===== src/rtl/serial_adder.sv =====
// serial_adder: LSB-first bit-serial unsigned adder built from two half_adder cells and a carry flop.
module half_adder (
  input  logic x,
  input  logic y,
  output logic s,
  output logic c
);
  assign s = x ^ y;
  assign c = x & y;
endmodule

module serial_adder #(
  parameter int WIDTH = 8
) (
  input  logic             clk,
  input  logic             rst,
  input  logic             start,
  input  logic [WIDTH-1:0] a,
  input  logic [WIDTH-1:0] b,
  output logic             busy,
  output logic             done,
  output logic [WIDTH-1:0] sum,
  output logic             cout
);
  localparam int CW = $clog2(WIDTH) + 1;
  typedef enum logic [1:0] {IDLE, RUN, DONE} state_t;
  state_t state;
  logic [WIDTH-1:0] a_sr, b_sr;
  logic [CW-1:0] cnt;
  logic carry, s0, c0, bit_s, c1, carry_next;
  half_adder ha0 (.x(a_sr[0]), .y(b_sr[0]), .s(s0), .c(c0));
  half_adder ha1 (.x(s0), .y(carry), .s(bit_s), .c(c1));
  assign carry_next = c0 | c1;
  assign busy = state != IDLE;
  assign done = state == DONE;
  always_ff @(posedge clk) begin
    if (rst) begin
      state <= IDLE;
      sum   <= '0;
      cout  <= 1'b0;
      carry <= 1'b0;
      cnt   <= '0;
      a_sr  <= '0;
      b_sr  <= '0;
    end else if (state == IDLE) begin
      if (start) begin
        state <= RUN;
        a_sr  <= a;
        b_sr  <= b;
        sum   <= '0;
        cout  <= 1'b0;
        carry <= 1'b0;
        cnt   <= '0;
      end
    end else if (state == RUN) begin
      // Result enters at the MSB so after WIDTH shifts bit 0 sits at sum[0].
      sum   <= WIDTH'({bit_s, sum} >> 1);
      a_sr  <= a_sr >> 1;
      b_sr  <= b_sr >> 1;
      carry <= carry_next;
      cnt   <= CW'(cnt + 1'b1);
      if (cnt == CW'(WIDTH - 1)) begin
        state <= DONE;
        cout  <= carry_next;
      end
    end else begin
      state <= IDLE;
    end
  end
endmodule


===== config.mk =====
export PLATFORM = sky130hd
export DESIGN_NAME = serial_adder
export DESIGN_NICKNAME = d
export VERILOG_FILES = /design/src/rtl/serial_adder.sv
export SDC_FILE = /design/constraint.sdc
export NUM_CORES = 1
export LEC_CHECK = 0
export BUFFER_PORTS_ARGS = -buffer_cell sky130_fd_sc_hd__buf_2
export CORE_MARGIN = 3
export CORE_UTILIZATION = 49
export DETAILED_ROUTE_END_ITERATION = 12
export GPL_TIMING_DRIVEN = 0
export MAX_ROUTING_LAYER = met4
export PLACE_DENSITY = 0.81
export SETUP_SLACK_MARGIN = 0.4
export SKIP_LAST_GASP = 1
export SYNTH_ARGS = -nofsm -noshare
export SYNTH_HDL_FRONTEND = slang
export SYNTH_SLANG_ARGS = --single-unit

===== constraint.sdc =====
create_clock -name clk -period 3.8 [get_ports clk]
set_input_delay 1.14 -clock clk [delete_from_list [all_inputs] [get_ports clk]]
set_output_delay 1.14 -clock clk [all_outputs]
set_load 0.05 [all_outputs]

==> summary.md <==
| Metric | Value |
|---|---|
| Outcome | finished, final reports clean |
| IR drop worst, VDD | 0.3082 mV |
| Worst Hold Class | reg -> reg |
| Share of the synthesized area in the top cell type | 44.44% |
| Critical path arrival | 1540 ps |
| Clock sinks | 32 |
| CP max-delay cell | sky130_fd_sc_hd__dfxtp_1 |
| Worst Path Class, Setup | reg -> out |
| Clock buffers created by TritonCTS | 5 |
| Main combinational cell family by area after synthesis | compound AO/OA/AOI/OAI gates |
| Initial core utilization | between 50% and 60% |
| Multiplexer share of the synthesized area | less than 1% |
| Time the final worst path needs with I/O delays and setup | 2679 ps |
| Post-route clock skew | slightly above 6 ps |
| Number of top-level pins | 30 |
| Library cell with the highest instance count after synthesis | sky130_fd_sc_hd__dfxtp_1 |
| Via count | 1262 |
| Vert. Die Dim | 60.24 um |
| Core Footprint | ~2800 sq um |
| Clock root buffer | sky130_fd_sc_hd__clkbuf_4 |
| Portion of the clock cycle consumed by the worst path in the final layout | between 70% and 80% |
| Launching element type of the critical path | flop |
| Number of inserted filler cells in the final layout | 254 |
| Req. time, crit path | 2660 ps |
| Chain of cells forming the critical path | buf_6, clkbuf_1, nor2b_1, buf_2 |
| Global-route congestion overflow total | 0 |
| Placed cell area | 1625 sq um |
| Post-Syn Area | 1441 sq um |
| Average routed wire per standard cell | 13.72 um |
| Total global-route track usage | 18.87% |
| Vias in the first global route | 1152 |
| Post-route setup TNS | 0 ps |
| Cell types occupying the most area after synthesis | sky130_fd_sc_hd__dfxtp_1, sky130_fd_sc_hd__nor2_1, sky130_fd_sc_hd__a311oi_2 |
| Static power due to leakage | ~0.70 nW |
| First-pass GRT wire length | 5009 um |
| Slew at the pin closest to its max-slew limit | 560.0 ps |
| Maximum clock insertion buffer count | 2 |
| Layer with the highest usage | met2 |
| Mapped Avg Cell Area | 9.421 sq um |
| Drt via density | 5.710 |
| Final slew viol count | 0 |
| Library cell with the largest summed area after synthesis | sky130_fd_sc_hd__dfxtp_1 |
| Pin count of the biggest net entering global routing | 11 |
| Hold Violations, Final | 0 |
| Synthesized-area fraction occupied by adder cells | between 2 and 2.5% |
| CTS-repair resized insts | 0 |
| Clock transition at the registers of the reported paths | about 90 ps |
| Number of antenna violations at the first check in global routing | 0 |
| Pwr/cell area | 388.8 nW/um^2 |
| Final-layout worst hold slack | 501.0 ps |
| Antenna Diode Count | 0 |
| Sequential cell area fraction in the yosys report | 44.44% |
| Antenna-violating nets left | 0 |
| Signed area change from the synthesized netlist to the final layout | 16.84% |
| Aggregate routed wire length | 3032 um |
| Post-Layout Cell Count | 221 |
| Number of H-tree branching levels | 2 |
| Count of distinct cell types in the synthesized netlist | 28 |
| Launch instance of the worst register-to-register path | state[1] |
| DRC violations left | 0 |
| Primary FF master, synth | sky130_fd_sc_hd__dfxtp_1 |
| Clock tree from TritonCTS | done |
| CP endpoint kind | primary output |
| Buffers on Ports | 29 |
| Area share of xor/xnor cells in the synthesized design | 0% |
| Met1 track demand over resource in global routing | about a quarter |
| Number of buffers added to fix hold violations after cts | 0 |
| Post-synth EDFFs | 0 |
| Post-synthesis share of cell area spent on and, or, nand and nor gates | roughly 18% |
| Post-detail-place hpwl | roughly 2200 um |
| Setup bufs post-CTS | 0 |
| Number of maximum-capacitance constraint violations | 0 |
| Number of nets in the finished design | 210 |
| Setup violators final | 0 |
| Setup repair after global routing missed its margin | no |
| Floorplan row count | 19 |
| Met2 usage in global routing | 28.40% |
| Longest individual stage delay on the worst path | around 330 ps |
| Number of cells in the design after placement | approximately 210 |
| Post-synth ARST share | 0% |
| Global placer's final weighted congestion | slightly below 0.8 |
| M3 GR Usage | 5.400% |
| Net count after synthesis | 174 |
| Compound-gate portion of the synthesized area | 27.26% |
| Number of DRC markers after the initial detailed-route iteration | 52 |
| CP startpoint | state[1] |
| Synthesized netlist cell count | about 150 |
| Flip-flop and latch count after synthesis | 32 |
| First-pass iteration count of the detailed router | 4 |
| Floorplan die area | 3628 sq um |
| Warning count from the yosys run | 0 |
| Min-Delay Startpoint | a_sr[7] |
| Most instantiated cells after synthesis | sky130_fd_sc_hd__dfxtp_1, sky130_fd_sc_hd__nor2_1, sky130_fd_sc_hd__nand2_1, sky130_fd_sc_hd__o21ai_0, sky130_fd_sc_hd__a22oi_1 |
| Worst-skew pair later-pin latency | approximately 320 ps |
| Layout Cell Area excl Fill | 1684 sq um |
| Biggest fanout along the worst timing path | 10 |
| Die width | 60.24 um |
| Fmax achieved | 0.3732 GHz |
| Layout cells sized above 1 | 28.42% |
| Worst slew margin relative to its limit | a little over three fifths |
## cells by family (layout without fill, tap and decap cells)
kind of cell,Yosys count,after routing
DFF,32,32
buffers and inverters,16,53
and+or+nand+nor,55,55
AOI/OAI and AO/OA,47,47
muxes,1,1
adders and majority gates,2,2
## cell type report
class                      count  area [sq um]  share of cell area [%]
buffer                        14         101.3                   6.018
clock buffer                   8         58.81                   3.492
inverter                       2         7.507                  0.4458
multi-input combinational    105         691.9                   41.08
sequential                    32         640.6                   38.04
tap                           31         38.79                   2.303
timing repair buffer          29         145.1                   8.618
## worst paths after layout
path	slack [ps]	cells past startpoint	to
min	500	2	a_sr[7]
max reg2reg	2450	4	a_sr[6]
max	1120	4	done
min reg2reg	500	2	a_sr[7]
## per-layer routing
metal	wire [um]	share of wire, %
met1	1362	45
met2	1481	49
met3	147	4.8
met4	42	1.4
met5	0	0
## report_power, final
group / internal, mW / leakage (nW) / switching [mW] / total [mW]
registers: 0.352 / 0.262 / 0.00991 / 0.362
clock network: 0.0913 / 0.0326 / 0.107 / 0.198
logic: 0.0396 / 0.406 / 0.0550 / 0.0946
## critical path: cells and delay by family, from the launching register on
family                 cells  cell delay (ps)
buffers and inverters      3              730
DFF                        1              330
and+or+nand+nor            1              170
## flip-flops by register name, summed over array words and instances (netlist names)
signal,flops
cout,1
carry,1
state,2
b_sr,8
a_sr,8
sum,8
cnt,4
## cells in the final DEF (no fill, tap or decap), types with 2 or more instances in the layout
master                     count
sky130_fd_sc_hd__a22oi_1      10
sky130_fd_sc_hd__a311oi_1      8
sky130_fd_sc_hd__a311oi_2      6
sky130_fd_sc_hd__a31oi_1       2
sky130_fd_sc_hd__a32oi_1       2
sky130_fd_sc_hd__buf_2        32
sky130_fd_sc_hd__buf_6         6
sky130_fd_sc_hd__clkbuf_1      7
sky130_fd_sc_hd__clkbuf_4      5
sky130_fd_sc_hd__dfxtp_1      32
sky130_fd_sc_hd__inv_1         2
sky130_fd_sc_hd__nand2_1      17
sky130_fd_sc_hd__nand3_1       3
sky130_fd_sc_hd__nand3b_1      2
sky130_fd_sc_hd__nor2_1       28
sky130_fd_sc_hd__o21ai_0      14
## metrics by stage
step	power, mW	util, %	worst slack, ps
2_1_floorplan	0.4364	-	1239
3_3_place_gp	0.4603	58.43	1461
3_5_place_dp	0.4644	58.43	1475
4_1_cts	0.6630	60.55	1125
5_1_grt	0.6941	60.55	1027
6_report	0.6548	60.55	1121
Note: power is estimated with default switching activity, not from simulation.
